==> src/rtl/regfile_wr8.sv <==
// regfile_wr8: eight-entry register file with one-hot write decode, two
// combinational read ports with write-through bypass, and a per-register busy
// scoreboard used by the pipeline's hazard logic. Register 0 is an ordinary
// writable register.
module regfile_wr8 #(
  parameter int width = 16
) (
  input  logic             clk,
  input  logic             reset_n,
  input  logic             load,
  input  logic [2:0]       dest,
  input  logic [width-1:0] in,
  input  logic [2:0]       src_a,
  input  logic [2:0]       src_b,
  output logic [width-1:0] out_a,
  output logic [width-1:0] out_b,
  input  logic             issue,
  input  logic [2:0]       issue_dest,
  output logic             busy_a,
  output logic             busy_b,
  output logic [7:0]       busy_vec
);

  logic [width-1:0] regs [8];
  logic [7:0]       busy;
  logic [7:0]       busy_next;
  logic [7:0]       wr_en;
  logic [7:0]       iss_en;
  logic             bypass_a;
  logic             bypass_b;

  // Decode the write destination and the issue destination to one-hot enables.
  // NOTE: every always_comb output gets a default first, so no path leaves it
  // unassigned and no latch is inferred.
  always_comb begin
    wr_en  = 8'h00;
    iss_en = 8'h00;
    if (load)  wr_en  = 8'h01 << dest;
    if (issue) iss_en = 8'h01 << issue_dest;
  end

  // Scoreboard next state: a new issue outranks a same-cycle writeback,
  // because the newer producer now owns the register.
  always_comb begin
    busy_next = busy;
    for (int i = 0; i < 8; i++) begin
      if (iss_en[i]) begin
        busy_next[i] = 1'b1;
      end else if (wr_en[i]) begin
        busy_next[i] = 1'b0;
      end
    end
  end

  // Register storage; exactly one entry is written per enabled cycle.
  // NOTE: the array is built from flops, not a RAM macro, so it can take the
  // asynchronous clear; state is updated with non-blocking assignments only.
  always_ff @(posedge clk or negedge reset_n) begin
    if (!reset_n) begin
      for (int i = 0; i < 8; i++) begin
        regs[i] <= '0;
      end
    end else begin
      for (int i = 0; i < 8; i++) begin
        if (wr_en[i]) begin
          regs[i] <= in;
        end
      end
    end
  end

  // Busy scoreboard register.
  always_ff @(posedge clk or negedge reset_n) begin
    if (!reset_n) begin
      busy <= 8'h00;
    end else begin
      busy <= busy_next;
    end
  end

  // A read port that matches this cycle's writeback sees the incoming data,
  // and is not reported busy since that result is being delivered now.
  always_comb begin
    bypass_a = load && (dest == src_a);
    bypass_b = load && (dest == src_b);
    out_a    = bypass_a ? in : regs[src_a];
    out_b    = bypass_b ? in : regs[src_b];
    busy_a   = busy[src_a] && !bypass_a;
    busy_b   = busy[src_b] && !bypass_b;
    busy_vec = busy;
  end

endmodule

==> config.mk <==
export PLATFORM = sky130hd
export DESIGN_NAME = regfile_wr8
export DESIGN_NICKNAME = d
export VERILOG_FILES = /design/src/rtl/regfile_wr8.sv
export SDC_FILE = /design/constraint.sdc
export NUM_CORES = 1
export LEC_CHECK = 0
export ABC_CLOCK_PERIOD_IN_PS = 3000
export CAP_MARGIN = 30
export CORE_ASPECT_RATIO = 1.4
export CORE_MARGIN = 5
export CORE_UTILIZATION = 45
export CTS_CLUSTER_DIAMETER = 60
export DETAILED_ROUTE_END_ITERATION = 12
export PLACE_DENSITY = 0.67
export SLEW_MARGIN = 20
export SYNTH_ARGS = -nofsm -noshare
export SYNTH_HDL_FRONTEND = slang
export SYNTH_SLANG_ARGS = --single-unit
==> constraint.sdc <==
create_clock -name clk -period 3 [get_ports clk]
set_clock_uncertainty 0.05 [all_clocks]
set_input_delay 0.75 -clock clk [delete_from_list [all_inputs] [get_ports clk]]
set_output_delay 0.75 -clock clk [all_outputs]
set_load 0.02 [all_outputs]
==> flow_summary.json <==
{
  "finalWeightedCongestion": 0.800,
  "numCtsBuffers": 17,
  "place_worst_setup_slack_ns": -0.741,
  "setup_viol": 22,
  "rr_endpoint": "regs[84]",
  "slew_viol_final": 0,
  "p_int_w": 0.00499,
  "cts_max_path_buffers": 2,
  "syn_area_per_cell_um2": 16.4,
  "area_growth_pct": 28.9,
  "initial_utilization_pct": 46.0,
  "grt_pass1_wl_um": 33300,
  "hold_viol": 0,
  "ys_types": 25,
  "finalPower_w": 0.00695,
  "drt-total-wl_um": 21000,
  "pwr-share-comb_pct": 32.2,
  "reg2regPathDepth": 1,
  "setup_tns_ns": -0.587,
  "rsz0062_at_grt": "yes",
  "critPathArrivalTime_ns": 2.29,
  "period_minus_slack_ns": 3.09,
  "critPathRequiredTime_ns": 2.20,
  "seq_power_share_pct": 37.0,
  "finalCritPeriodShare_pct": 103,
  "ys_seq_area_share_pct": 42.5,
  "die_y_um": 168,
  "rows": 57,
  "drive_gt1_share_pct": 64.6,
  "worst_pin_slew_ns": 0.535,
  "crit_fanout": 6,
  "timing.final.ws_setup_ns": -0.0903,
  "fmax_ghz": 0.324,
  "ff2ff_setup_slack_ns": 2.13,
  "antenna_cells": 0,
  "fin_nets": 635,
  "leakagePower_nw": 4.47,
  "p_clk_share_pct": 30.8,
  "wire_per_inst_um": 24.7,
  "crit_path_start": "src_b[0]",
  "ys_ff_latch": 136,
  "outcome": "finished, violations left",
  "switching_share_pct": 28.2,
  "vias": 5072,
  "io_buffers": 73,
  "hpwl_um": 13300,
  "yosysWarnings": 0,
  "violations": "negative setup slack",
  "cts_max_level": 4,
  "root_buffer": "clkbuf_16",
  "drc": 0,
  "die_width_um": 123,
  "core-area_um2": 17400,
  "crit_type": "in -> out",
  "clkSlewWorstSetupHoldPaths_ns": 0.06,
  "cp-start-kind": "input pin",
  "grt_pass1_vias": 5563,
  "ioPinCount": 74,
  "cts_hold_buffers": 0,
  "cap_viol_max_count": 0,
  "slew-limit-headroom_pct": 64.1,
  "synth_nets": 521,
  "grt_start_max_net_pins": 59,
  "viasPerCell": 5.95,
  "endpoint_kind": "primary output",
  "first_iter_violations": 363,
  "ir_drop_v": 0.000334,
  "timing.rr.start": "regs[84]",
  "first_pass_iters": 4,
  "synthCells": 489,
  "cts.sinks": 136,
  "synth.cell_area_um2": 8000,
  "grtUsageTotal_pct": 21.4,
  "switchingPower_w": 0.00196,
  "tritoncts": "yes",
  "worstSkewPairLatency_ns": 0.41,
  "p_per_area_nw_per_um2": 674,
  "antenna_found_initial": 0,
  "drtAntennaViolNets": 0,
  "min_path_type": "in -> async",
  "gr-total-overflow": 0,
  "fp.dieArea_um2": 20600
}
[area by class of cell]
class                      count  area [um^2]
inverter                       4         15.0
clock inverter                13          173
fill                        1387         7090
multi-input combinational    299         4230
sequential                   136         3400
timing repair buffer         145         1760
tap                          236          295
clock buffer                  19          433
[kinds of logic after synthesis]
kind of cell	Yosys count	share of synthesized area (%)
flip-flops	136	42.5
buffers and inverters	54	4.64
AO/OA/AOI/OAI	8	0.626
AND/OR/NAND/NOR	23	2.24
XOR/XNOR	6	0.657
multiplexers	262	49.3
[metrics by stage]
step	hold WS [ns]	instances	area, um^2	util, %
after floorplan	0.404	489	8010	-
after global placement	0.427	808	9280	53.4
after detailed placement	0.447	808	9280	53.4
after CTS	0.280	851	10300	59.0
after global routing	0.307	852	10300	59.2
final	0.274	852	10300	59.2
[power groups by stage]
stage	clock, W	sequential [W]	combinational [W]
5_1_grt	0.00226	0.00261	0.00238
2_1_floorplan	0	0.00247	0.00136
3_5_place_dp	0	0.00257	0.00199
6_report	0.00214	0.00258	0.00224
4_1_cts	0.00217	0.00256	0.00221
3_3_place_gp	0	0.00253	0.00195
[placed cells by master (no fill, tap or decap), types with 3 or more instances in the layout]
cell type / count
dlygate4sd2_1: 5
mux2_1: 11
nand4b_1: 3
buf_4: 42
bufinv_16: 3
clkbuf_16: 17
mux4_2: 66
buf_6: 37
o21ai_0: 4
mux2_4: 59
buf_16: 10
dfrtp_1: 136
mux2_2: 124
nand2b_1: 4
clkinvlp_4: 3
clkinv_4: 4
clkdlybuf4s50_1: 29
nand2_1: 7
inv_1: 4
xnor2_1: 6
buf_12: 18
[critical path, cell delays in order]
cell and delay (ns):
buf_16 0.14, buf_16 0.14, buf_12 0.10, mux4_2 0.47, mux2_4 0.28, mux2_4 0.26, buf_6 0.13
[state kept, by name, summed over array words and instances (netlist names)]
| name | count |
|---|---|
| regs | 128 |
| busy_vec | 8 |
[routing by layer]
metal  track usage [%]  part of all wire (%)
met2              35.2                    52
met3              3.76                   5.6
met1              29.5                    41
met4              5.26                   1.4
met5                 0                     0
[worst max-delay path by stage]
stage / endpoint / slack [ns] / depth (start not counted)
6_report: out_b[2] / -0.09 / 7
2_1_floorplan: out_b[11] / 0.004 / 5
3_5_place_dp: out_b[11] / -0.74 / 6
3_3_place_gp: out_b[15] / -0.72 / 6
4_1_cts: out_b[2] / -0.1 / 7
5_1_grt: out_b[1] / -0.13 / 7
[Yosys cell counts]
| library cell | n | share of area [%] |
|---|---|---|
| and2_1 | 2 | 0.16 |
| buf_1 | 16 | 0.75 |
| buf_12 | 6 | 1.5 |
| buf_2 | 9 | 0.56 |
| buf_4 | 4 | 0.38 |
| buf_6 | 6 | 0.84 |
| clkbuf_1 | 9 | 0.42 |
| dfrtp_1 | 136 | 43 |
| inv_1 | 4 | 0.19 |
| mux2_1 | 11 | 1.5 |
| mux2_2 | 165 | 23 |
| mux2_4 | 18 | 3.4 |
| mux4_1 | 43 | 14 |
| mux4_2 | 25 | 7.0 |
| nand2_1 | 7 | 0.33 |
| nand2b_1 | 4 | 0.31 |
| nand4_1 | 1 | 0.078 |
| nand4_2 | 2 | 0.31 |
| nand4b_1 | 3 | 0.33 |
| nor3_2 | 2 | 0.25 |
| nor3b_4 | 2 | 0.47 |
| o21ai_0 | 4 | 0.25 |
| o22ai_1 | 2 | 0.16 |
| o32ai_1 | 2 | 0.22 |
| xnor2_1 | 6 | 0.66 |
[repair_timing]
action                                  4_1_cts  5_1_grt
hold endpoints to repair                      0        0
buffers inserted                              3        1
endpoints found under the setup margin       34       34
pin swaps                                     4        1
gates cloned                                  9        0
gates resized for setup                     314       21
Note: power is estimated with default switching activity, not from simulation.
